--- src/rtl/pipe_pkg.sv ---
// Shared definitions for the pipeline stage registers between CPU stages.
// Holds the stage occupancy states, the default bubble control value and
// the control-field widths/positions used by the stage instances.
package pipe_pkg;

    // Occupancy state of a stage register; the encoding equals the entry count.
    typedef logic [1:0] pipe_state_t;

    localparam pipe_state_t ST_EMPTY = 2'd0;
    localparam pipe_state_t ST_ONE   = 2'd1;
    localparam pipe_state_t ST_TWO   = 2'd2;

    // Full control word width carried out of decode.
    localparam int unsigned CTRL_W_CPU = 8;

    // Control value for an empty slot: every enable deasserted.
    localparam logic [CTRL_W_CPU-1:0] BUBBLE_CTRL_DEFAULT = '0;

    // Bit positions inside the decode control word.
    localparam int unsigned CTRL_REG_WRITE  = 0;
    localparam int unsigned CTRL_MEM_TO_REG = 1;
    localparam int unsigned CTRL_BRANCH     = 2;
    localparam int unsigned CTRL_MEM_READ   = 3;
    localparam int unsigned CTRL_MEM_WRITE  = 4;
    localparam int unsigned CTRL_ALU_SRC    = 5;
    localparam int unsigned CTRL_ALU_OP_LSB = 6;
    localparam int unsigned CTRL_ALU_OP_W   = 2;

    // Control widths left at each boundary as fields are consumed.
    localparam int unsigned CTRL_W_IFID  = 0;
    localparam int unsigned CTRL_W_IDEX  = CTRL_W_CPU;
    localparam int unsigned CTRL_W_EXMEM = 5;
    localparam int unsigned CTRL_W_MEMWB = 2;

    // Number of entries held in a given state.
    function automatic logic [1:0] state_count(input pipe_state_t s);
        logic [1:0] n;
        n = 2'd0;
        case (s)
            ST_EMPTY: n = 2'd0;
            ST_ONE:   n = 2'd1;
            ST_TWO:   n = 2'd2;
            default:  n = 2'd0;
        endcase
        return n;
    endfunction

endpackage

--- src/rtl/pipe_entry.sv ---
// One storage entry of a pipeline stage: a W-bit register with load enable
// and asynchronous active-high clear.
module pipe_entry #(
    parameter int unsigned W = 40
) (
    input  logic         clk_i,
    input  logic         rst_i,
    input  logic         load_i,
    input  logic [W-1:0] d_i,
    output logic [W-1:0] q_o
);

    logic [W-1:0] q_q;

    // Capture d_i when loaded; cleared immediately by reset.
    always_ff @(posedge clk_i or posedge rst_i) begin
        if (rst_i) begin
            q_q <= '0;
        end else if (load_i) begin
            q_q <= d_i;
        end
    end

    assign q_o = q_q;

endmodule

--- src/rtl/pipe_stage.sv ---
// Generic valid/ready pipeline stage register carrying a data word and a
// control word between adjacent CPU stages, with stall and flush support.
// Define PIPE_STAGE_SKID_EN to add a skid entry so in_ready_o is registered
// and has no combinational dependence on out_ready_i.
module pipe_stage
    import pipe_pkg::*;
#(
    parameter int unsigned       DATA_W      = 32,
    parameter int unsigned       CTRL_W      = 8,
    parameter logic [CTRL_W-1:0] BUBBLE_CTRL = '0
) (
    input  logic              clk_i,
    input  logic              rst_i,
    input  logic              start_i,
    input  logic              flush_i,
    input  logic              in_valid_i,
    output logic              in_ready_o,
    input  logic [DATA_W-1:0] in_data_i,
    input  logic [CTRL_W-1:0] in_ctrl_i,
    output logic              out_valid_o,
    input  logic              out_ready_i,
    output logic [DATA_W-1:0] out_data_o,
    output logic [CTRL_W-1:0] out_ctrl_o,
    output logic [1:0]        count_o
);

    localparam int unsigned ENTRY_W = DATA_W + CTRL_W;

    pipe_state_t        state_q;
    pipe_state_t        state_d;
    logic               out_valid;
    logic               in_xfer;
    logic               out_xfer;
    logic               main_load;
    logic [ENTRY_W-1:0] main_d;
    logic [ENTRY_W-1:0] main_q;
    logic [ENTRY_W-1:0] in_entry;

    assign in_entry  = {in_data_i, in_ctrl_i};
    assign out_valid = (state_q != ST_EMPTY);
    assign in_xfer   = in_valid_i & in_ready_o & start_i;
    assign out_xfer  = out_valid & out_ready_i & start_i;

`ifdef PIPE_STAGE_SKID_EN

    logic               skid_load;
    logic [ENTRY_W-1:0] skid_q;
    logic               in_ready_q;
    logic               in_ready_d;

    // Next state and register loads for the two-entry stage.
    always_comb begin
        state_d   = state_q;
        main_load = 1'b0;
        main_d    = in_entry;
        skid_load = 1'b0;
        case (state_q)
            ST_EMPTY: begin
                if (in_xfer) begin
                    state_d   = ST_ONE;
                    main_load = 1'b1;
                end
            end
            ST_ONE: begin
                if (in_xfer && out_xfer) begin
                    main_load = 1'b1;
                end else if (in_xfer) begin
                    // Head is stalled: park the new entry behind it.
                    state_d   = ST_TWO;
                    skid_load = 1'b1;
                end else if (out_xfer) begin
                    state_d = ST_EMPTY;
                end
            end
            ST_TWO: begin
                if (out_xfer) begin
                    state_d   = ST_ONE;
                    main_load = 1'b1;
                    main_d    = skid_q;
                end
            end
            default: begin
                state_d = ST_EMPTY;
            end
        endcase
        // Flush drops everything; main keeps its data so out_data_o holds.
        if (flush_i) begin
            state_d   = ST_EMPTY;
            main_load = 1'b0;
            skid_load = 1'b0;
        end
    end

    assign in_ready_d = (state_d != ST_TWO);

    // Registered ready, derived from the next occupancy.
    always_ff @(posedge clk_i or posedge rst_i) begin
        if (rst_i) begin
            in_ready_q <= 1'b1;
        end else begin
            in_ready_q <= in_ready_d;
        end
    end

    assign in_ready_o = in_ready_q;

    pipe_entry #(
        .W (ENTRY_W)
    ) u_skid (
        .clk_i  (clk_i),
        .rst_i  (rst_i),
        .load_i (skid_load),
        .d_i    (in_entry),
        .q_o    (skid_q)
    );

`else

    // Single entry: accept whenever the slot is free or drains this cycle.
    assign in_ready_o = ~out_valid | out_ready_i;

    // Next state and main load for the single-entry stage.
    always_comb begin
        state_d   = state_q;
        main_load = 1'b0;
        main_d    = in_entry;
        case (state_q)
            ST_EMPTY: begin
                if (in_xfer) begin
                    state_d   = ST_ONE;
                    main_load = 1'b1;
                end
            end
            ST_ONE: begin
                if (in_xfer) begin
                    main_load = 1'b1;
                end else if (out_xfer) begin
                    state_d = ST_EMPTY;
                end
            end
            default: begin
                state_d = ST_EMPTY;
            end
        endcase
        if (flush_i) begin
            state_d   = ST_EMPTY;
            main_load = 1'b0;
        end
    end

`endif

    // Occupancy state.
    always_ff @(posedge clk_i or posedge rst_i) begin
        if (rst_i) begin
            state_q <= ST_EMPTY;
        end else begin
            state_q <= state_d;
        end
    end

    pipe_entry #(
        .W (ENTRY_W)
    ) u_main (
        .clk_i  (clk_i),
        .rst_i  (rst_i),
        .load_i (main_load),
        .d_i    (main_d),
        .q_o    (main_q)
    );

    assign out_valid_o = out_valid;
    assign out_data_o  = main_q[ENTRY_W-1:CTRL_W];
    assign out_ctrl_o  = out_valid ? main_q[CTRL_W-1:0] : BUBBLE_CTRL;
    assign count_o     = state_count(state_q);

endmodule

--- config.mk ---
export PLATFORM = sky130hd
export DESIGN_NAME = pipe_stage
export DESIGN_NICKNAME = d
export VERILOG_FILES = /design/src/rtl/pipe_pkg.sv /design/src/rtl/pipe_entry.sv /design/src/rtl/pipe_stage.sv
export SDC_FILE = /design/constraint.sdc
export NUM_CORES = 1
export LEC_CHECK = 0
export ABC_AREA = 1
export CAP_MARGIN = 20
export CORE_MARGIN = 8
export CORE_UTILIZATION = 42
export CTS_CLUSTER_SIZE = 14
export DETAILED_ROUTE_END_ITERATION = 8
export PLACE_DENSITY = 0.84
export SLEW_MARGIN = 10
export SYNTH_ARGS = -nofsm -noshare
export SYNTH_HDL_FRONTEND = slang
export SYNTH_SLANG_ARGS = --single-unit
--- constraint.sdc ---
create_clock -name clk_i -period 1.2 [get_ports clk_i]
set_input_delay 0.18 -clock clk_i [delete_from_list [all_inputs] [get_ports clk_i]]
set_output_delay 0.18 -clock clk_i [all_outputs]
set_load 0.005 [all_outputs]
## After elaboration in Yosys (flattened, before gate mapping)

Index checks and enable logic that the tools add are counted.

- Register bits: 42
- Bits of input ports: 46
- Output and inout port bits: 44
- Word-level logic and storage cells: 27

- Equality and inequality tests: 5
- Mux-type cells: 10
- Bitwise gates (word level): 6
- Reduce and logical (&&, ||, !) cells: 4

Operators with widths:

| operator | count |
|---|---|
| $ne A3 B3 Y1 const B | 3 |
| $mux W2 | 4 |
| $mux W8 | 1 |
| $pmux W2 S2 | 2 |
| $and A1 B1 Y1 | 4 |
| $mux W1 | 3 |
| $reduce_and A3 Y1 | 1 |
| $eq A2 B1 Y1 const B | 1 |
| $eq A2 B2 Y1 const B | 1 |
| $logic_not A2 Y1 | 1 |
| $reduce_bool A2 Y1 | 1 |
| $reduce_or A2 Y1 | 1 |
| $not A1 Y1 | 1 |
| $or A1 B1 Y1 | 1 |

## Depth between registers and ports, before layout

Gate-level depths: netlist (run 1).

- Depth in word-level cells: 8
- Gate-level depth with buffers: 6
- Mapped depth without buffers: 5

## Hierarchy

Synthesis (run 1) repeated with hierarchy kept, for this count alone.

- Cells, all modules: 201
- Area, all modules: 1781.7 sq um

By module, submodules not included:

| module | instances | cells an instance | area each (sq um) | seq. area each (sq um) |
|---|---|---|---|---|
| pipe_entry | 1 | 171 | 1609.0 | 1001.0 |
| pipe_stage | 1 | 30 | 172.7 | 25.0 |

## Worst setup path after synthesis (run 1)

Ideal clock, no wire load.

- Kind: register to register
- From: register state_q[0]
- To: register u_main.q_q[13] (netlist: u_main.q_o[13])
- Library setup time: 0.116 ns
- Arrival time: 0.939 ns
- Required time: 1.084 ns
- Setup slack: 0.145 ns
- Stages on the path, launching flop included: 7
- Buffers on the path: 2
- Clock period less this slack: 1.055 ns
- Cells stage by stage: dfrtp_1 > buf_4 > nand2_4 > nand2_4 > buf_6 > nand2_1 > nand2_1

- Longest elaborated chain between the ends: 8
- Elaborated cells between the ends (all ways): 11
- Classes of those cells: eq/ne (1); mux (3); bitwise (4); reduce/logical (3)

Ends and longest elaborated chain:

| element | line | RTL |
|---|---|---|
| start, declared | pipe_stage.sv:29 | `pipe_state_t state_q;` |
| start signal, assigned | pipe_stage.sv:158 | `state_q <= state_d;` |
| $reduce_bool A2 Y1 | pipe_stage.sv:40 | `assign out_valid = (state_q != ST_EMPTY);` |
| $not A1 Y1 | pipe_stage.sv:120 | `assign in_ready_o = ~out_valid \| out_ready_i;` |
| $or A1 B1 Y1 | pipe_stage.sv:120 |  |
| $and A1 B1 Y1 (2 in series) | pipe_stage.sv:41 | `assign in_xfer = in_valid_i & in_ready_o & start_i;` |
| $mux W1 | pipe_stage.sv:129, pipe_stage.sv:135 |  |
| $mux W1 * | n/a |  |
| $mux W1 * | pipe_stage.sv:145 | `if (flush_i) begin` |
| end signal, assigned | pipe_entry.sv:20 | `q_q <= d_i;` |
| end, declared | pipe_entry.sv:13 | `logic [W-1:0] q_q;` |

Every way passes the cells marked *; elsewhere a longest branch is shown, timed or not.
A chain may end at the register's enable or synchronous reset.

## Worst setup path in the final report (run 1)

- From: register state_q[0]
- To: output port in_ready_o

- Longest elaborated chain between the ends: 3

Ends and longest elaborated chain:

| element | line | RTL |
|---|---|---|
| $reduce_bool A2 Y1 | pipe_stage.sv:40 |  |
| $not A1 Y1 | pipe_stage.sv:120 |  |
| $or A1 B1 Y1 | pipe_stage.sv:120 |  |
| end, declared | pipe_stage.sv:17 | `output logic in_ready_o,` |

Every way passes these cells.

==> results of run 1 <==
[what timing repair did]
item / CTS / global route
pin swaps: 5 / 0
gates resized for setup: 94 / 9
hold buffers: 0 / 0
buffers inserted: 9 / 1
endpoints found under the setup margin: 83 / 52
[layout make-up]
type	instances	area [um2]
repair buffers	105	1026
multi-input cells	136	620.6
clock inverters	2	10.01
clock buffers	6	72.57
flip-flops and latches	41	1027
fillers	439	1819
inverters	13	48.80
well taps	54	67.56
[logic make-up after synthesis]
kind of cell           Yosys count  share of synthesized area (%)
buffers and inverters           60                          20.26
DFF                             41                          50.81
other                            1                         0.1857
and+or+nand+nor                135                          28.75
[state kept, by name (all words and copies together), names as in the netlist]
name	cells
state_q	1
u_main.q_o	40
[cells in the final DEF (no fill, tap or decap), drive strengths merged]
cell,instances
nand3,41
inv,13
clkinv,2
clkbuf,7
nand2,93
nor2,1
conb,1
buf,27
dlygate4sd2,32
clkdlybuf4s50,45
dfrtp,41
[final timing paths]
path / startpoint / endpoint / slack (ns) / depth (start not counted)
setup / recovery: state_q[0]$_DFFE_PP0P_ / in_ready_o / -0.09 / 4
hold / removal: rst_i / u_main.q_o[15]$_DFFE_PP0P_ / 0.23 / 3
setup reg to reg: state_q[0]$_DFFE_PP0P_ / u_main.q_o[11]$_DFFE_PP0P_ / -0.08 / 8
hold reg to reg: u_main.q_o[25]$_DFFE_PP0P_ / u_main.q_o[25]$_DFFE_PP0P_ / 0.47 / 2
max in group asynchronous: rst_i / state_q[0]$_DFFE_PP0P_ / 0.74 / 3
min in group clk_i: in_data_i[19] / u_main.q_o[27]$_DFFE_PP0P_ / 0.45 / 3
[metrics by stage]
step | setup slack [ns] | instances | TNS, ns | power [mW]
3_5_place_dp | -0.2806 | 339 | -12.78 | 2.741
3_3_place_gp | -0.2965 | 339 | -13.00 | 2.706
5_1_grt | -0.1474 | 357 | -5.326 | 3.729
2_1_floorplan | 0.07400 | 237 | 0 | 2.322
4_1_cts | -0.1365 | 356 | -3.146 | 3.531
6_report | -0.08954 | 357 | -2.944 | 3.491
[layer usage]
metal  global-route usage [%]  share of wire [%]  up-vias
met3                    5.116                6.2        7
met4                    3.662                1.0        0
met2                    25.99                 52       53
met5                        0                  0        -
li1                         -                  -      821
met1                    16.07                 41      779
[power groups by stage]
stage	Clock (mW)	Combinational [mW]	Sequential (mW)
final	0.851	0.898	1.74
after global routing	0.944	1.01	1.77
after CTS	0.890	0.904	1.74
after detailed placement	0	0.969	1.77
after global placement	0	0.944	1.76
after floorplan	0	0.589	1.73
[critical path: stages (launching register included)]
cell	delay, ns
dfrtp_2	0.42
buf_6	0.13
buf_6	0.12
nand2_8	0.07
buf_6	0.09
==> run summary, run 1 <==
Synth cell count leaders -> 91 x nand2_1, 41 x dfrtp_1, 41 x nand3_1
Clock share of power -> 24.4%
Sw frac -> 27.41%
Slew Viols, Final -> 0
CTS tree -> yes
RSZ-0062 raised after global routing -> yes
Failing checks -> negative setup slack
Vias/cell -> 4.650
Synth Flop Type -> dfrtp_1
Initial DRC Count -> 68
Clock root buffer -> clkbuf_8
Vias in the first global route -> 1817
Top cell type's share of synthesized area -> 50.81%
Cts bufs inserted -> 5
Post-route setup slack -> -0.08954 ns
Netlist cell types -> 10
I/O pin total -> 90
Die ar. -> 7283 um2
Final Skew -> 0.004496 ns
Largest net degree at the start of global routing -> 42
Cell area after synthesis -> 2019 um2
Worst Hold Class -> in2async
Rows -> 25
Max Root-Sink Buffers -> 2
Post-route DRC -> 0
Status -> complete, but fails checks
Final Cycle Share -> 107.5%
Worst-Skew Late Latency -> 0.28 ns
GPL Wtd Cong -> 0.6617
Vias -> 1660
Crit Path Max Fanout -> 4
Achievable frequency -> 775.5 MHz
Wire per inst -> 14.09 um
#FFs+latches synth -> 41
Area contributors post-synth -> dfrtp_1 51%, nand2_1 17%, buf_4 15%
Static Leak -> 1.577 nW
Syn_area_per_cell -> 8.521 um2
Global Route Usage Sum -> 14.59%
Comb power frac -> 25.7%
Layout net count -> 348
Sequential power share -> 49.9%
Port Buffer Count -> 88
CTS clock-pin slew for the worst setup and hold paths -> 0.08 ns
Crit path DAT -> 1.11 ns
Post-synth top area cell -> dfrtp_1
Sequential-to-total area share from yosys stat -> 50.81%
N_diodes -> 0
CP Launch Type -> flop
PwrDens -> 1215 nW/um2
Core Region -> 4692 um2
Depth of the CTS H-tree -> 2
Gate count of the mapped netlist -> 237
Routed wire length -> 5.029 mm
Initial antenna violation count -> 0
Placed cell area -> 2710 um2
Die width -> 85.34 um
Max-cap violations -> 0
Count leader, synth -> nand2_1
Share of layout cells above drive strength 1 -> 16.83%
Psw -> 956.9 uW
Syn nets -> 283
Yosys Warn Count -> 0
DP HPWL -> 3.551 mm
Final hold violation count -> 0
Hold_ws -> 0.2344 ns
CP Class -> reg2out
Grt total ovfl -> 0
Die H -> 85.34 um
Ys async rst share -> 100.0%
Post-DRT Antenna Nets -> 0
Cell internal pwr -> 2.534 mW
Global-route wire length before repair -> 8.618 mm
Critical Path Sink Type -> output port
Peak VDD IR -> 0.6177 mV
Clock Sinks -> 41
# setup viols final -> 51
Synth-to-Final Area Change -> 42.26%
Initial Utilization -> 43.04%
Final core utilization -> 61.23%
EDFF count, synth -> 0
Final instance area -> 2873 um2
Worst Path Required -> 1.02 ns
Minimum clock period -> 1.290 ns
Pre-antenna DRT Iters -> 4
Note: power is estimated with default switching activity, not from simulation.
==> inputs of run 2 (changes only) <==
- CAP_MARGIN: 20 -> 30
- clock period: 1.2 -> 1.4 ns (I/O delays scaled with it)
==> run summary, run 2 (synthesis gave the netlist of run 1 again) <==
Clock root buffer -> clkbuf_8 (unchanged)
Final cell count without fillers -> 350 (was 357)
Minimum clock period -> 1.357 ns
Cell internal pwr -> 2.257 mW (was 2.534 mW)
Buf/Inv on CP -> 1 (was 3)
Total power -> 3.050 mW (was 3.491 mW)
DP HPWL -> 3.648 mm (was 3.551 mm)
Max FFs per register -> 40 (unchanged)
Initial antenna violation count -> 0 (unchanged)
Wire per inst -> 13.96 um (was 14.09 um)
CP peak stage delay -> 0.52 ns (was 0.42 ns)
Initial Utilization -> 43.04% (unchanged)
Worst Hold Class -> in2async (unchanged)
Global Route Usage Sum -> 14.41% (was 14.59%)
GPL Wtd Cong -> 0.6980 (was 0.6617)
Routed wire length -> 4.886 mm (was 5.029 mm)
Sw frac -> 26.01% (was 27.41%)
Most frequent cells in the layout -> 89 x nand2_1, 60 x clkdlybuf4s50_1, 41 x nand3_1 (was 84 x nand2_1, 45 x clkdlybuf4s50_1, 41 x nand3_1)
Comb power frac -> 25.8% (was 25.7%)
Hold_ws -> 0.2679 ns (was 0.2344 ns)
Critical-path cell list -> clkdlybuf4s50_1 (was buf_6, buf_6, nand2_8, buf_6)
Clock Sinks -> 41 (unchanged)
CP Class -> reg2out (unchanged)
Final Skew -> 0.001197 ns (was 0.004496 ns)
Static Leak -> 1.667 nW (was 1.577 nW)
N_diodes -> 0 (unchanged)
Core Region -> 4692 um2 (unchanged)
Vias/cell -> 4.534 (was 4.650)
Cts bufs inserted -> 5 (unchanged)
Crit path DAT -> 1.15 ns (was 1.11 ns)
I/O pin total -> 90 (unchanged)
Clock share of power -> 25.3% (was 24.4%)
Final Cycle Share -> 96.96%
Achievable frequency -> 736.7 MHz
Most common cell after layout, fill and taps aside -> nand2_1 (unchanged)
# setup viols final -> 0 (was 51)
Crit Path Max Fanout -> 2 (was 4)
Placed insts -> 343 (was 339)
Max-cap violations -> 0 (unchanged)
Setup TNS -> 0 ns (was -2.944 ns)
Die width -> 85.34 um (unchanged)
Die H -> 85.34 um (unchanged)
Peak VDD IR -> 0.5729 mV (was 0.6177 mV)
RSZ-0062 raised after global routing -> no (was yes)
Worst-Skew Late Latency -> 0.28 ns (about the same)
Sequential power share -> 48.9% (was 49.9%)
Post-route DRC -> 0 (unchanged)
Final hold violation count -> 0 (unchanged)
CTS tree -> yes (unchanged)
Pre-antenna DRT Iters -> 4 (unchanged)
Die ar. -> 7283 um2 (unchanged)
Top Family by Delay on Critical Path -> buffers and inverters (was flip-flops)
CTS clock-pin slew for the worst setup and hold paths -> 0.07 ns (was 0.08 ns)
Psw -> 793.3 uW (was 956.9 uW)
Hold_buf cts -> 0 (unchanged)
CP Launch Type -> flop (unchanged)
Slew Viols, Final -> 0 (unchanged)
Share of layout cells above drive strength 1 -> 10.81% (was 16.83%)
Grt total ovfl -> 0 (unchanged)
Synth-to-Final Area Change -> 40.40% (was 42.26%)
Final core utilization -> 60.43% (was 61.23%)
Vias in the first global route -> 1717 (was 1817)
Critical Path Sink Type -> output port (unchanged)
Port Buffer Count -> 88 (unchanged)
Fill cells -> 421 (was 439)
Status -> finished, final reports clean (was complete, but fails checks)
Post-DRT Antenna Nets -> 0 (unchanged)
Rows -> 25 (unchanged)
Initial DRC Count -> 73 (was 68)
Layout net count -> 342 (was 348)
Max Root-Sink Buffers -> 2 (unchanged)
PwrDens -> 1076 nW/um2 (was 1215 nW/um2)
Vias -> 1587 (was 1660)
Largest net degree at the start of global routing -> 42 (unchanged)
Slowest stage cell on the critical path -> clkdlybuf4s50_1 (was dfrtp_2)
Depth of the CTS H-tree -> 2 (unchanged)
Worst Path Required -> 1.19 ns (was 1.02 ns)
Global-route wire length before repair -> 8.452 mm (was 8.618 mm)
## run 2: cell types whose count changed in the layout (fill, tap and decap cells not counted), moves of 2 or more
cell / before / now
buf_12: 4 / 1
buf_4: 9 / 7
buf_6: 10 / 4
clkbuf_2: 1 / 3
clkdlybuf4s50_1: 45 / 60
clkinv_2: 2 / 0
dlygate4sd2_1: 32 / 3
dlymetal6s2s_1: 0 / 17
inv_1: 8 / 11
inv_2: 5 / 2
nand2_1: 84 / 89
nand2_2: 5 / 0
## run 2: per-layer routing
metal | GRT usage [%] | wire length, um | vias up
li1 | - | - | 810
met1 | 17.49 | 2169 | 731
met2 | 23.79 | 2447 | 44
met3 | 4.826 | 251 | 2
met4 | 3.822 | 17 | 0
met5 | 0 | 0 | -
## run 2: power groups by stage
stage	Combinational (mW)	Sequential [mW]	Clock (mW)
2_1_floorplan	0.505	1.49	0
3_3_place_gp	0.814	1.51	0
3_5_place_dp	0.835	1.51	0
4_1_cts	0.837	1.49	0.797
5_1_grt	0.885	1.52	0.853
6_report	0.787	1.49	0.771
## run 2: final timing paths
kind / startpoint / endpoint / slack, ns / cells past startpoint
setup / recovery: u_main.q_o[32]$_DFFE_PP0P_ / out_data_o[24] / 0.04 / 1
hold / removal: rst_i / u_main.q_o[16]$_DFFE_PP0P_ / 0.27 / 3
setup reg to reg: state_q[0]$_DFFE_PP0P_ / state_q[0]$_DFFE_PP0P_ / 0.10 / 7
hold reg to reg: u_main.q_o[10]$_DFFE_PP0P_ / u_main.q_o[10]$_DFFE_PP0P_ / 0.47 / 2
max in group asynchronous: rst_i / state_q[0]$_DFFE_PP0P_ / 0.92 / 3
min in group clk_i: u_main.q_o[10]$_DFFE_PP0P_ / u_main.q_o[10]$_DFFE_PP0P_ / 0.47 / 2
## run 2: area by class of cell
cell class | instances | area, um2 | area share, %
Clock buffer | 7 | 86.33 | 3.045
Inverter | 13 | 48.80 | 1.721
Tap cell | 54 | 67.56 | 2.383
Timing Repair Buffer | 99 | 997.2 | 35.17
Sequential cell | 41 | 1027 | 36.23
Multi-Input combinational cell | 136 | 608.1 | 21.45
## run 2: per-stage QoR
stage	setup WS [ns]	area [um2]
3_3_place_gp	-0.1358	2703
6_report	0.04259	2835
3_5_place_dp	-0.1967	2703
4_1_cts	-0.08750	2804
2_1_floorplan	0.2440	2019
5_1_grt	0.0008474	2835
## run 2: timing repair
item	in CTS	in global routing
resized for setup	30	30
endpoints found under the setup margin	20	62
endpoints found under the hold margin	0	0
cloned	0	0
buffers inserted	2	0
